[src/rtl/fetch_ctrl.sv]
// Instruction-fetch sequencer: owns the fetch PC, addresses the ROM and presents one
// instruction at a time to decode. Optional counters are enabled by FETCH_PERF_EN.
module fetch_ctrl #(
   parameter int unsigned     WIDTH       = 32,
   parameter int unsigned     INSTR_WIDTH = 32,
   parameter logic [WIDTH-1:0] RESET_PC   = '0
) (
   input  logic                   clk,
   input  logic                   rst,
   input  logic                   redirect_i,
   input  logic [WIDTH-1:0]       redirect_target,
   input  logic                   halt_i,
   output logic [WIDTH-1:0]       imem_addr,
   input  logic [INSTR_WIDTH-1:0] imem_rdata,
   output logic                   instr_valid,
   input  logic                   instr_ready,
   output logic [INSTR_WIDTH-1:0] instr,
   output logic [WIDTH-1:0]       instr_pc,
   output logic                   fault,
   output logic [WIDTH-1:0]       fault_pc,
`ifdef FETCH_PERF_EN
   output logic [31:0]            perf_fetched,
   output logic [31:0]            perf_stalled,
`endif
   output logic [1:0]             fsm_state
);

   // Handshake: an instruction transfers on a cycle where instr_valid && instr_ready;
   // instr and instr_pc stay stable while instr_valid && !instr_ready.
   typedef enum logic [1:0] {
      BOOT  = 2'd0,
      RUN   = 2'd1,
      HALT  = 2'd2,
      FAULT = 2'd3
   } state_t;

   state_t           state_q;
   logic [WIDTH-1:0] pc_q;
   logic             load;
   logic             fire;
   logic             aligned;

   assign imem_addr = pc_q;
   assign fsm_state = state_q;
   assign load      = !instr_valid || instr_ready;
   assign fire      = instr_valid && instr_ready;
   assign aligned   = (redirect_target[1:0] == 2'b00);

   always_ff @(posedge clk or posedge rst) begin
      if (rst) begin
         state_q     <= BOOT;
         pc_q        <= RESET_PC;
         instr_valid <= 1'b0;
         instr       <= '0;
         instr_pc    <= '0;
         fault       <= 1'b0;
         fault_pc    <= '0;
      end else begin
         case (state_q)
            BOOT: state_q <= RUN;
            RUN: begin
               if (redirect_i && aligned) begin
                  pc_q        <= redirect_target;
                  instr_valid <= 1'b0;
               end else if (redirect_i) begin
                  state_q     <= FAULT;
                  fault       <= 1'b1;
                  fault_pc    <= redirect_target;
                  instr_valid <= 1'b0;
               end else if (halt_i) begin
                  state_q <= HALT;
                  // The held instruction may still be consumed on the way into HALT.
                  if (fire) instr_valid <= 1'b0;
               end else if (load) begin
                  instr       <= imem_rdata;
                  instr_pc    <= pc_q;
                  instr_valid <= 1'b1;
                  pc_q        <= pc_q + WIDTH'(4);
               end
            end
            HALT: begin
               if (redirect_i && aligned) begin
                  pc_q        <= redirect_target;
                  instr_valid <= 1'b0;
               end else if (redirect_i) begin
                  state_q     <= FAULT;
                  fault       <= 1'b1;
                  fault_pc    <= redirect_target;
                  instr_valid <= 1'b0;
               end else begin
                  if (!halt_i) state_q <= RUN;
                  if (fire) instr_valid <= 1'b0;
               end
            end
            FAULT: instr_valid <= 1'b0;
            default: state_q <= FAULT;
         endcase
      end
   end

`ifdef FETCH_PERF_EN
   // Saturating event counters; they run in every state.
   always_ff @(posedge clk or posedge rst) begin
      if (rst) begin
         perf_fetched <= '0;
         perf_stalled <= '0;
      end else begin
         if (instr_valid && instr_ready && (perf_fetched != 32'hFFFF_FFFF))
            perf_fetched <= perf_fetched + 32'd1;
         if (instr_valid && !instr_ready && (perf_stalled != 32'hFFFF_FFFF))
            perf_stalled <= perf_stalled + 32'd1;
      end
   end
`endif

endmodule

[config.mk]
export PLATFORM = sky130hd
export DESIGN_NAME = fetch_ctrl
export DESIGN_NICKNAME = d
export VERILOG_FILES = /design/src/rtl/fetch_ctrl.sv
export SDC_FILE = /design/constraint.sdc
export NUM_CORES = 1
export LEC_CHECK = 0
export BUFFER_PORTS_ARGS = -buffer_cell sky130_fd_sc_hd__buf_4
export CORE_ASPECT_RATIO = 1.2
export CORE_UTILIZATION = 45
export DETAILED_ROUTE_END_ITERATION = 7
export MAX_ROUTING_LAYER = met4
export PLACE_DENSITY = 0.73
export SLEW_MARGIN = 15
export SYNTH_ARGS = -nofsm -noshare
export SYNTH_HDL_FRONTEND = slang
export SYNTH_SLANG_ARGS = --single-unit
[constraint.sdc]
create_clock -name clk -period 8.8 [get_ports clk]
set_input_delay 1.76 -clock clk [delete_from_list [all_inputs] [get_ports clk]]
set_output_delay 1.76 -clock clk [all_outputs]
set_load 0.01 [all_outputs]
==> qor.csv <==
metric,value,unit
"Distinct cells, synth",55,
hold buffers post-CTS,0,
Residual DRC,0,
ANT cells,0,
clock network latency to the later pin of the worst-skew pair,0.41,ns
largest net degree at the start of global routing,75,
Critical Path Max Stage Delay,0.73,ns
synthesis-to-finish area growth,36.4,%
slew margin rel.,0.378,
dpl cell area,7550,um^2
clock slew at reported path FFs,0.05,ns
outcome,finished clean,
top-area cell type share of the netlist area,0.554,
vias per inst,5.47,
IO buf count,200,
crit-path max FO,33,
dominant synthesized flop cell,dfrtp_1,
critical path class,in -> reg,
Worst Skew,0.0165,ns
Syn Inst Count,491,
syn_nets,565,
Setup Buffers After CTS,0,
wire length of the first global-routing pass,23.2,mm
CTS tree,done,
multi-input logic area,2480,um^2
DR pass1 iterations,4,
Max Fclk,310,MHz
worst slew pin tran,0.933,ns
"Setup violations, final",0,
syn avg cell area,12.2,um^2
Setup crit start kind,input port,
number of DRC markers in iteration 0,283,
Pwr Density,374,nW/um^2
post-layout min period,3.23,ns
Finished Cell Area,8140,um^2
cell chain of the critical path,buf_4 -> or3b_1 -> nand3_2 -> mux2_1,
Clock Root Buffer,clkbuf_16,
Worst Path Required,9.08,ns
area of the core,12800,um^2
unrepaired setup endpoints after global routing,no,
io pins,201,
routed len/inst,17.0,um
Hold Crit Class,reg -> reg,
Slew Limit Fails,0,
Post-Route WL,14.7,mm
Setup TNS Final,0,ns
period utilization,0.367,
WP data arrival,3.50,ns
Crit. End Element,flop,
cell total after placement,828,
Initial Util,0.467,
Final HPWL DP,10.2,mm
# resized after CTS,0,
layout cell share with drive strength beyond 1,0.407,
Die Y,128,um
Num Clock Sinks,132,
gp weighted congestion,0.772,
"Power, Total",3.04,mW
CP bufs+invs,1,
Nets,758,
top post-synthesis cells by count,"dfrtp_1, mux2_1, nand2_1",
final core utilization,0.637,
"count leader, synth",dfrtp_1,
Hold WS,0.476,ns
post-synthesis async set-or-reset flop share,1.00,
"area leader, netlist",dfrtp_1,
Layout fillers,1042,
"Seq/Total Area, Yosys",0.554,
Seq cells post-synth,132,
CTS Buf Count,17,
row cnt,45,
setup ws final,5.57,ns
Pleak,3.70,nW
CTS max path bufs,2,
largest cells by area after synthesis,"dfrtp_1, mux2_1, mux2_2",
die area,13700,um^2
"non-filler cells, final",860,
htree depth,4,
count of final hold-check violations,0,
"antenna viol nets, final",0,
initial antenna violation count,0,
Max Cap Viol,0,
Max IR drop VDD,0.000193,V
CP top delay family,simple AND/OR/NAND/NOR gates,
vias,4703,
Post-synth EDFFs,0,
vias in the first global route,4558,
grt total ovfl,0,
storage element area,3300,um^2
chip width,107,um
Mapped Area,5970,um^2
dpl ws,5.01,ns
GR Util All Layers,0.225,
slowest CP cell,nand3_2,
Synth warnings,0,
==> per-layer routing <==
| layer | global-route usage | part of all wire | routed length (um) |
|---|---|---|---|
| met5 | - | 0 | 0 |
| met1 | 0.290 | 0.44 | 6490 |
| met2 | 0.345 | 0.48 | 7070 |
| met3 | 0.0595 | 0.065 | 946 |
| met4 | 0.0766 | 0.011 | 156 |
==> worst paths after layout <==
check | to | from | cells after the start | slack [ns]
max in group asynchronous | instr[15] | rst | 3 | 6.04
max reg2reg | imem_addr[2] | fsm_state[0] | 7 | 6.33
min reg2reg | fault | fault | 1 | 0.48
min in group asynchronous | instr[12] | rst | 2 | 1.40
max | fault_pc[13] | redirect_i | 4 | 5.57
min | fault | fault | 1 | 0.48
==> layout make-up <==
class                   count  share of cell area
multi-input cells         322               0.305
inverters                   6             0.00338
repair buffers            205               0.192
flip-flops and latches    132               0.406
well taps                 164              0.0252
clock inverters            10              0.0134
clock buffers              21              0.0553
==> power breakdown <==
| part | leakage, nW | switching [mW] | internal (mW) | total [mW] |
|---|---|---|---|---|
| registers | 1.55 | 0.250 | 0.897 | 1.15 |
| clock network | 0.272 | 0.245 | 0.420 | 0.665 |
| logic | 1.88 | 0.569 | 0.661 | 1.23 |
==> layout by cell type (no fill, tap or decap), types with 3 or more instances in the layout <==
cell,instances
ha_1,5
nand3_1,15
dfrtp_1,132
o22a_1,3
nand2_1,33
clkinv_2,5
mux2_1,67
nand4_1,10
nor2_1,27
inv_1,5
nand3_2,6
buf_4,204
clkbuf_16,17
o21ai_0,15
a2bb2oi_1,18
clkbuf_1,3
and3_1,4
a21oi_1,24
and4_1,3
o21ai_1,4
o22ai_1,12
mux2_2,28
==> cell families after synthesis <==
group	Yosys count	synth area share
AO/OA/AOI/OAI	97	0.108
adder cells (fa/ha/maj)	5	0.0105
buffers and inverters	37	0.0321
flip-flops	132	0.554
multiplexers	97	0.183
AND/OR/NAND/NOR	123	0.113
==> flip-flops by register name, summed over array words and instances, names as in the netlist <==
name and cells:
instr 32, instr_valid 1, fault_pc 32, imem_addr 32, instr_pc 32, fsm_state 2, fault 1
(Power assumes the default switching activity.)
